## src/rtl/mem_requester_if.sv

```systemverilog
// Request, response and memory-port bundle for mem_requester.
// master = request/consumer/memory side, slave = the requester itself.
interface mem_requester_if #(
    parameter int ADDR_W = 32,
    parameter int DATA_W = 32
);
    logic              req_valid;
    logic              req_ready;
    logic              req_we;
    logic [ADDR_W-1:0] req_addr;
    logic [DATA_W-1:0] req_wdata;
    logic              resp_valid;
    logic              resp_ready;
    logic [DATA_W-1:0] resp_rdata;
    logic              mem_en;
    logic              mem_we;
    logic [ADDR_W-1:0] mem_addr;
    logic [DATA_W-1:0] mem_din;
    logic [DATA_W-1:0] mem_dout;
    logic              busy;

    modport master (
        output req_valid, req_we, req_addr, req_wdata, resp_ready, mem_dout,
        input  req_ready, resp_valid, resp_rdata,
        input  mem_en, mem_we, mem_addr, mem_din, busy
    );

    modport slave (
        input  req_valid, req_we, req_addr, req_wdata, resp_ready, mem_dout,
        output req_ready, resp_valid, resp_rdata,
        output mem_en, mem_we, mem_addr, mem_din, busy
    );
endinterface

```

## src/rtl/mem_requester.sv

```systemverilog
// Memory-port initiator: issues requests, tracks reads over the fixed
// read latency and returns data in order through a credit-protected FIFO.
module mem_requester #(
    parameter int                ADDR_W       = 32,
    parameter int                DATA_W       = 32,
    parameter int                READ_LATENCY = 2,
    parameter int                RESP_DEPTH   = 4,
    parameter logic [ADDR_W-1:0] MMIO_ADDR_1  = 'h0FFF,
    parameter logic [ADDR_W-1:0] MMIO_ADDR_2  = 'h1000
) (
    input logic            clock,
    input logic            rst,
    mem_requester_if.slave bus
);
    localparam int PW = $clog2(RESP_DEPTH);
    localparam int CW = PW + 1;
    localparam int IW = $clog2(READ_LATENCY + 1);

    logic [READ_LATENCY-1:0] infl_q, infl_d;
    logic [IW-1:0]           infl_cnt_q, infl_cnt_d;
    logic [PW-1:0]           wptr_q, wptr_d;
    logic [PW-1:0]           rptr_q, rptr_d;
    logic [CW-1:0]           cnt_q, cnt_d;
    logic [DATA_W-1:0]       fifo_q [RESP_DEPTH];
    logic [DATA_W-1:0]       fifo_d [RESP_DEPTH];

    logic is_mmio;
    logic credit_ok;
    logic ready;
    logic accept;
    logic rd_issue;
    logic mmio_issue;
    logic ret;
    logic push;
    logic pop;

    always_comb begin
        is_mmio   = !bus.req_we &&
                    (bus.req_addr == MMIO_ADDR_1 || bus.req_addr == MMIO_ADDR_2);
        // Every accepted read owns a FIFO slot before it is issued.
        credit_ok = (int'(cnt_q) + int'(infl_cnt_q)) < RESP_DEPTH;
        ready     = !rst && (bus.req_we ||
                    (credit_ok && (!is_mmio || infl_cnt_q == '0)));
        accept     = bus.req_valid && ready;
        rd_issue   = accept && !bus.req_we && !is_mmio;
        mmio_issue = accept && is_mmio;
        ret        = infl_q[READ_LATENCY-1];
        // MMIO only issues with nothing in flight, so it never meets a return.
        push       = ret || mmio_issue;
        pop        = (cnt_q != '0) && bus.resp_ready;

        infl_d     = infl_q << 1;
        infl_d[0]  = rd_issue;
        infl_cnt_d = infl_cnt_q + IW'(rd_issue) - IW'(ret);
        cnt_d      = cnt_q + CW'(push) - CW'(pop);
        wptr_d     = wptr_q + PW'(push);
        rptr_d     = rptr_q + PW'(pop);

        fifo_d = fifo_q;
        if (push) begin
            fifo_d[wptr_q] = bus.mem_dout;
        end
    end

    always_comb begin
        bus.req_ready  = ready;
        bus.mem_en     = accept;
        bus.mem_we     = accept && bus.req_we;
        bus.mem_addr   = accept ? bus.req_addr : '0;
        bus.mem_din    = accept ? bus.req_wdata : '0;
        bus.resp_valid = cnt_q != '0;
        bus.resp_rdata = fifo_q[rptr_q];
        bus.busy       = (infl_cnt_q != '0) || (cnt_q != '0);
    end

    always_ff @(posedge clock) begin
        if (rst) begin
            infl_q     <= '0;
            infl_cnt_q <= '0;
            wptr_q     <= '0;
            rptr_q     <= '0;
            cnt_q      <= '0;
        end else begin
            infl_q     <= infl_d;
            infl_cnt_q <= infl_cnt_d;
            wptr_q     <= wptr_d;
            rptr_q     <= rptr_d;
            cnt_q      <= cnt_d;
        end
    end

    always_ff @(posedge clock) begin
        fifo_q <= fifo_d;
    end
endmodule

```

## src/flat_wrapper.sv

```systemverilog
// flat-port wrapper written by rule: the top's interface ports become plain ports
module mem_requester_flat 
#(
    parameter int                ADDR_W       = 32,
    parameter int                DATA_W       = 32,
    parameter int                READ_LATENCY = 2,
    parameter int                RESP_DEPTH   = 4,
    parameter logic [ADDR_W-1:0] MMIO_ADDR_1  = 'h0FFF,
    parameter logic [ADDR_W-1:0] MMIO_ADDR_2  = 'h1000
)
  (clock, rst, bus_req_valid, bus_req_we, bus_req_addr, bus_req_wdata, bus_resp_ready, bus_mem_dout, bus_req_ready, bus_resp_valid, bus_resp_rdata, bus_mem_en, bus_mem_we, bus_mem_addr, bus_mem_din, bus_busy);
  mem_requester_if #(.ADDR_W(ADDR_W), .DATA_W(DATA_W)) bus_i ();
  input logic clock;
  input logic rst;
  input wire logic [$bits(bus_i.req_valid)-1:0] bus_req_valid;
  input wire logic [$bits(bus_i.req_we)-1:0] bus_req_we;
  input wire logic [$bits(bus_i.req_addr)-1:0] bus_req_addr;
  input wire logic [$bits(bus_i.req_wdata)-1:0] bus_req_wdata;
  input wire logic [$bits(bus_i.resp_ready)-1:0] bus_resp_ready;
  input wire logic [$bits(bus_i.mem_dout)-1:0] bus_mem_dout;
  output wire logic [$bits(bus_i.req_ready)-1:0] bus_req_ready;
  output wire logic [$bits(bus_i.resp_valid)-1:0] bus_resp_valid;
  output wire logic [$bits(bus_i.resp_rdata)-1:0] bus_resp_rdata;
  output wire logic [$bits(bus_i.mem_en)-1:0] bus_mem_en;
  output wire logic [$bits(bus_i.mem_we)-1:0] bus_mem_we;
  output wire logic [$bits(bus_i.mem_addr)-1:0] bus_mem_addr;
  output wire logic [$bits(bus_i.mem_din)-1:0] bus_mem_din;
  output wire logic [$bits(bus_i.busy)-1:0] bus_busy;
  assign bus_i.req_valid = bus_req_valid;
  assign bus_i.req_we = bus_req_we;
  assign bus_i.req_addr = bus_req_addr;
  assign bus_i.req_wdata = bus_req_wdata;
  assign bus_i.resp_ready = bus_resp_ready;
  assign bus_i.mem_dout = bus_mem_dout;
  assign bus_req_ready = bus_i.req_ready;
  assign bus_resp_valid = bus_i.resp_valid;
  assign bus_resp_rdata = bus_i.resp_rdata;
  assign bus_mem_en = bus_i.mem_en;
  assign bus_mem_we = bus_i.mem_we;
  assign bus_mem_addr = bus_i.mem_addr;
  assign bus_mem_din = bus_i.mem_din;
  assign bus_busy = bus_i.busy;
  mem_requester #(.ADDR_W(ADDR_W), .DATA_W(DATA_W), .READ_LATENCY(READ_LATENCY), .RESP_DEPTH(RESP_DEPTH), .MMIO_ADDR_1(MMIO_ADDR_1), .MMIO_ADDR_2(MMIO_ADDR_2)) u_core (.clock(clock), .rst(rst), .bus(bus_i));
endmodule
```

## config.mk

```make
export PLATFORM = sky130hd
export DESIGN_NAME = mem_requester_flat
export DESIGN_NICKNAME = d
export VERILOG_FILES = /design/src/rtl/mem_requester_if.sv /design/src/rtl/mem_requester.sv /design/src/flat_wrapper.sv
export SDC_FILE = /design/constraint.sdc
export NUM_CORES = 1
export LEC_CHECK = 0
export CORE_MARGIN = 2
export CORE_UTILIZATION = 33
export DETAILED_ROUTE_END_ITERATION = 8
export HOLD_SLACK_MARGIN = 0.02
export MAX_ROUTING_LAYER = met4
export RECOVER_POWER = 50
export SLEW_MARGIN = 20
export SYNTH_ARGS = -nofsm -noshare
export SYNTH_HDL_FRONTEND = slang
export SYNTH_SLANG_ARGS = --single-unit
```

## constraint.sdc

```tcl
create_clock -name clock -period 12 [get_ports clock]
set_input_delay 2.4 -clock clock [delete_from_list [all_inputs] [get_ports clock]]
set_output_delay 2.4 -clock clock [all_outputs]
set_load 0.02 [all_outputs]
```

==> reports/qor.csv, run 1 <==
stage;metric;value;unit
cells_and_area;layout-drive-gt1-share;12.14;%
sta;max_slew.worst_pin.slew;1.758;ns
clocking;clockRootBuffer;clkbuf_16;
sta;rsz0062_at_grt;no;
placed_design;place_area;0.008172;sq mm
outcome;violations;capacitance limit, slew limit;
sta;hold_viol;0;
synth;synthCells;374;
placed_design;dp_cells;786;
worst_setup_path;startpoint_type;primary input;
grt;track_usage;16.36;%
power;p_int;0.001033;W
die;io_pins;202;
die;fp.dieH;137.5;um
worst_setup_path;cpMaxStageDelayCell;dlygate4sd3_1;
power;p_switching;0.0003858;W
power;p_leak;2.950;nW
sta;finalCriticalPeriod;7.622;ns
sta;skew;0.01015;ns
synth;synthDistinctLibCells;32;
cells_and_area;final_cell_area;0.008677;sq mm
synth;netlist.area_leader.share;65.38;%
worst_setup_path;cp_num_buf_inv;3;
worst_setup_path;crit_type;in2out;
drt;drtIter0Drc;193;
drt;totalWireLength;14880;um
worst_setup_path;critical_path_required;9.60;ns
power;sequentialPowerShare;40.1;%
synth;synth_area_leaders;edfxtp_1, mux4_2, dfxtp_1;
grt;grt_overflow;0;
synth;synth.cells.most_frequent;edfxtp_1, nor2_1, nand2_1;
clocking;cts_buffers;17;
worst_setup_path;arrival;5.22;ns
worst_setup_path;crit_path_cell_trace;dlygate4sd3_1, nor4_1, nand3_1, a2111oi_4, buf_4, nor2_1, clkdlybuf4s50_1;
clocking;cts.sinks;139;
clocking;postCtsHoldBufs;0;
cells_and_area;layoutNonFillerInstCount;819;
min_path;hold_path_class;reg2reg;
worst_setup_path;max_stage_delay;0.67;ns
synth;synth_top_cell_by_area;edfxtp_1;
worst_setup_path;crit_cells;7;
drt;drtPass1Iterations;4;
die;die_area;0.01890;sq mm
worst_setup_path;cp_top_family;buffers and inverters;
sta;slew_headroom;-17.37;%
grt;first_global_vias;4130;
drt;ant_nets;0;
worst_setup_path;cp-end-kind;output port;
die;num_rows;48;
worst_setup_path;ff2ff_path_depth;6;
synth;yosysWarnings;0;
clocking;clk_path_buf_depth;2;
die;coreArea;0.01736;sq mm
synth;syn_area_per_cell;15.72;sq um
clocking;clock_latency;0.40;ns
cells_and_area;fillers;1471;
clocking;h-tree-depth;4;
synth;ys_ff_latch;139;
sta;fin_crit_sh;63.51;%
min_path;hold-path-cell-count;1;
synth;synth_nets;483;
synth;syn_area;0.005879;sq mm
placed_design;port-buffer-count;201;
worst_setup_path;cp_max_fo;47;
clocking;cts_resized;0;
grt;antenna_found_initial;1;
power;p_clk_share;32.7;%
clocking;cts.clk_slew.worst_paths;0.06;ns
cells_and_area;layout.nets;689;
synth;synth.most_common_cell;edfxtp_1;
placed_design;gp_congestion;0.8717;
die;die_w;137.5;um
grt;grt_pass1_wl;21810;um
synth;seq_area_frac_synth;69.12;%
sta;fin_tns_setup;0;ns
clocking;cts_setup_buffers;0;
synth;async_flop_share;0;%
drt;route.vias.total;3885;
power;power;0.001419;W
outcome;outcome;complete, but fails checks;
sta;setup_viol;0;
sta;final-max-slew-violation-count;34;
job;cap_violations;1;
power;vdd_drop_max;0.08096;mV
power;power_frac_comb;27.2;%
drt;routedWlPerCell;18.17;um
drt;viasPerCell;4.744;
synth;synth_flop_cell;edfxtp_1;
power;swShare;27.19;%
power;p_per_area;163.6;mW/mm^2
die;start_util;33.87;%
grt;grt_max_degree;66;
clocking;cts_tree;done;
placed_design;dp_hpwl;10660;um
sta;clock.fmax;0.1312;GHz
synth;synth_edf_count;128;
cells_and_area;syn2layout_area_growth;47.58;%
drt;drc_errors;0;
power groups by stage:
| stage | Combinational [W] | Sequential [W] | Clock, W |
|---|---|---|---|
| floorplan | 0.000237 | 0.000558 | 0 |
| CTS | 0.000404 | 0.000571 | 0.000475 |
| detailed placement | 0.000402 | 0.000581 | 0 |
| global placement | 0.000400 | 0.000581 | 0 |
| global route | 0.000417 | 0.000573 | 0.000494 |
| finish | 0.000386 | 0.000569 | 0.000464 |
final cells by class:
| class | instances | area [sq um] | share of cell area [%] |
|---|---|---|---|
| Antenna cell | 1 | 2.502 | 0.02884 |
| Clock inverter | 12 | 101.3 | 1.168 |
| Clock buffer | 20 | 436.7 | 5.032 |
| Sequential cell | 139 | 4065 | 46.85 |
| Tap cell | 225 | 281.5 | 3.244 |
| Timing Repair Buffer | 208 | 2064 | 23.79 |
| Inverter | 7 | 26.28 | 0.3028 |
| Multi-Input combinational cell | 207 | 1699 | 19.58 |
kinds of logic (layout without fill, tap and decap cells):
logic type	Yosys count	in the layout	synth area share, %
and+or+nand+nor	148	148	11.56
DFF	139	139	69.12
muxes	32	32	12.26
buffers and inverters	28	247	2.384
AOI/OAI and AO/OA	13	13	1.958
adders and majority gates	8	8	1.830
xor gates and xnor gates	6	6	0.8938
other	0	1	0
per-layer routing:
layer	track usage [%]	share of wire, %	vias to the layer above
met3	4.967	7.6	8
met4	4.124	0.50	0
li1	-	-	1813
met5	-	0	-
met1	17.11	38	1891
met2	29.96	54	173
stage by stage:
step	util, %	hold slack (ns)	setup slack, ns
floorplan	-	0.4138	5.473
global placement	47.08	0.4243	4.461
detailed placement	47.08	0.4406	4.438
CTS	50.18	0.4515	4.436
global route	49.99	0.4665	4.259
finish	49.99	0.4453	4.378
flip-flops by register name, summed over array words and instances (netlist names):
name,flops
u_core.wptr_q,2
u_core.fifo_q,128
u_core.infl_q,2
u_core.infl_cnt_q,2
u_core.cnt_q,3
u_core.rptr_q,2
layout by cell type, fill, tap and decap left out, types with 2 or more instances in the layout:
cell	instances
clkdlybuf4s50_1	154
edfxtp_1	128
nor2_1	52
nand2_1	49
dlygate4sd3_1	47
mux4_2	32
and2_1	19
clkbuf_16	17
dfxtp_1	10
nor4_1	8
inv_1	7
ha_1	7
buf_4	7
nor2b_1	6
xnor2_1	4
nand2b_1	3
a21oi_1	3
clkinv_4	3
clkinvlp_4	3
clkbuf_1	3
clkinv_2	3
nand4_1	2
nand3_1	2
a211oi_1	2
or3_1	2
xor2_1	2
clkinv_1	2
final timing paths:
check	from	endpoint	slack (ns)
setup reg to reg	u_core.infl_cnt_q[1]$_SDFF_PP0_	u_core.fifo_q[41]$_DFFE_PP_	8.27
setup / recovery	bus_req_we	bus_mem_addr[8]	4.38
hold / removal	u_core.infl_q[0]$_SDFF_PP0_	u_core.infl_q[1]$_SDFF_PP0_	0.45
hold reg to reg	u_core.infl_q[0]$_SDFF_PP0_	u_core.infl_q[1]$_SDFF_PP0_	0.45
Note: power is estimated with default switching activity, not from simulation.
==> run 2, diff against run 1 <==
==> constraint.sdc (replaced) <==
create_clock -name clock -period 7 [get_ports clock]
set_input_delay 1.4 -clock clock [delete_from_list [all_inputs] [get_ports clock]]
set_output_delay 1.4 -clock clock [all_outputs]
set_load 0.02 [all_outputs]
==> run 2 against run 1 <==
The run still ends with capacitance limit, slew limit left; register-to-register slack worse by 5.4 ns; routed wire length up 2.4%; critical endpoint is now bus_mem_din[3]; sequential power up 68%; power up 70%; clock skew down 0.0029 ns; hold slack better by 0.0028 ns; sequential share of layout area down 0.17 points; global-route usage up 0.68 points; largest cell class unchanged.
==> reports/qor.csv, run 2 (synthesis results as in run 1) <==
stage;metric;value;unit
cells_and_area;layout_commonest_cell;clkdlybuf4s50_1;
drt;routedWlPerCell;18.61;um
clocking;clk_path_buf_depth;2;
cells_and_area;layout.nets;690;
cells_and_area;syn2layout_area_growth;48.16;%
sta;final-max-slew-violation-count;66;
drt;viasPerCell;4.737;
worst_setup_path;critical_path_required;5.60;ns
grt;grt_overflow;0;
sta;skew;0.007223;ns
clocking;cts_resized;0;
placed_design;dp_hpwl;10590;um
worst_setup_path;max_stage_delay;0.92;ns
sta;setup_slack;1.071;ns
placed_design;place_area;0.008192;sq mm
cells_and_area;n_antenna_cell;0;
die;die_area;0.01890;sq mm
worst_setup_path;cp_num_buf_inv;3;
clocking;cts.clk_slew.worst_paths;0.06;ns
worst_setup_path;crit_path_cell_trace;dlygate4sd3_1, nor4_1, nand3_1, a2111oi_4, buf_12, nor2_1, clkdlybuf4s50_1;
drt;totalWireLength;15240;um
grt;first_global_vias;4244;
drt;drtIter0Drc;163;
worst_setup_path;cp_max_fo;32;
min_path;hold_path_class;reg2reg;
die;num_rows;48;
worst_setup_path;arrival;4.53;ns
clocking;cts_buffers;17;
grt;antenna_found_initial;0;
worst_setup_path;cpMaxStageDelayCell;a2111oi_4;
cells_and_area;reg.largest.list;u_core.fifo_q: 128 flops, u_core.cnt_q: 3 flops;
grt;track_usage;17.04;%
cells_and_area;final_cell_area;0.008711;sq mm
die;fp.dieH;137.5;um
clocking;clock_latency;0.41;ns
cells_and_area;regMostFlops;u_core.fifo_q;
power;p_leak;2.941;nW
clocking;h-tree-depth;4;
die;start_util;33.87;%
power;p_per_area;276.7;mW/mm^2
grt;grt_pass1_wl;22600;um
outcome;violations;capacitance limit, slew limit;
clocking;postCtsHoldBufs;0;
placed_design;dp_slack;1.074;ns
job;cap_violations;2;
sta;fin_worst_hold_slack;0.4481;ns
power;vdd_drop_max;0.1417;mV
worst_setup_path;startpoint_type;primary input;
sta;clock.fmax;0.1687;GHz
clocking;cts.sinks;139;
worst_setup_path;crit_type;in2out;
worst_setup_path;cp-end-kind;output port;
sta;finalCriticalPeriod;5.929;ns
cells_and_area;layout-drive-gt1-share;12.96;%
die;die_w;137.5;um
sta;setup_viol;0;
worst_setup_path;cp_top_family;buffers and inverters;
outcome;outcome;complete, but fails checks;
sta;rsz0062_at_grt;no;
drt;route.vias.total;3880;
sta;hold_viol;0;
placed_design;gp_congestion;0.9261;
die;coreArea;0.01736;sq mm
cells_and_area;fin_util;50.19;%
sta;fin_tns_setup;0;ns
grt;grt_max_degree;34;
drt;ant_nets;0;
sta;fin_crit_sh;84.71;%
drt;drtPass1Iterations;4;
cells_and_area;largest_reg_flops;128;
clocking;cts_tree;done;
clocking;cts_setup_buffers;0;
cells_and_area;layout_common_cells;clkdlybuf4s50_1, edfxtp_1, dlygate4sd3_1, nor2_1, nand2_1;
sta;slew_headroom;-94.24;%
placed_design;port-buffer-count;201;
die;io_pins;202;
drt;drc_errors;0;
sta;max_slew.worst_pin.slew;2.914;ns
clocking;clockRootBuffer;clkbuf_16;
==> run 2: report_power, final <==
part	switching (W)	internal [W]	leakage [nW]	total (W)
Sequential	0.0000280	0.000929	1.24	0.000957
Clock	0.000327	0.000451	0.240	0.000778
Combinational	0.000324	0.000352	1.46	0.000676
Total	0.000679	0.00173	2.94	0.00241
==> run 2: area by class of cell <==
type / count / area, sq um
inverters: 7 / 26.28
multi-input cells: 207 / 1733
clock inverters: 14 / 97.59
repair buffers: 209 / 2077
fillers: 1470 / 8646
flip-flops and latches: 139 / 4066
clock buffers: 18 / 429.2
well taps: 225 / 281.5
==> run 2: worst reg2reg max path, stage by stage (launching register included) <==
cell	delay (ns)
dfxtp_1	0.41
ha_1	0.26
a311o_1	0.36
a211o_1	0.33
a2111o_1	0.49
a21oi_4	0.21
clkbuf_1	1.58
==> run 2: per-stage QoR <==
step | std cells | power (W)
after detailed placement | 787 | 0.001688
after floorplan | 374 | 0.001363
after CTS | 819 | 0.002477
final | 819 | 0.002410
after global placement | 787 | 0.001682
after global routing | 819 | 0.002539
==> run 2: worst paths after layout <==
kind                                                 startpoint                          end  slack [ns]  cells past startpoint
worst max-delay path                                 bus_req_we               bus_mem_din[3]        1.07                      7
worst min-delay path                u_core.infl_q[0]$_SDFF_PP0_  u_core.infl_q[1]$_SDFF_PP0_        0.45                      1
worst min register to register      u_core.infl_q[0]$_SDFF_PP0_  u_core.infl_q[1]$_SDFF_PP0_        0.45                      1
worst max register to register  u_core.infl_cnt_q[1]$_SDFF_PP0_  u_core.fifo_q[80]$_DFFE_PP_        2.92                      6
==> run 2: per-layer routing <==
metal | track usage (%) | vias to the layer above | routed length, um
met2 | 29.57 | 161 | 7919
met3 | 5.813 | 21 | 1161
li1 | - | 1812 | -
met5 | - | - | 0
met4 | 5.899 | 0 | 299
met1 | 18.16 | 1886 | 5857
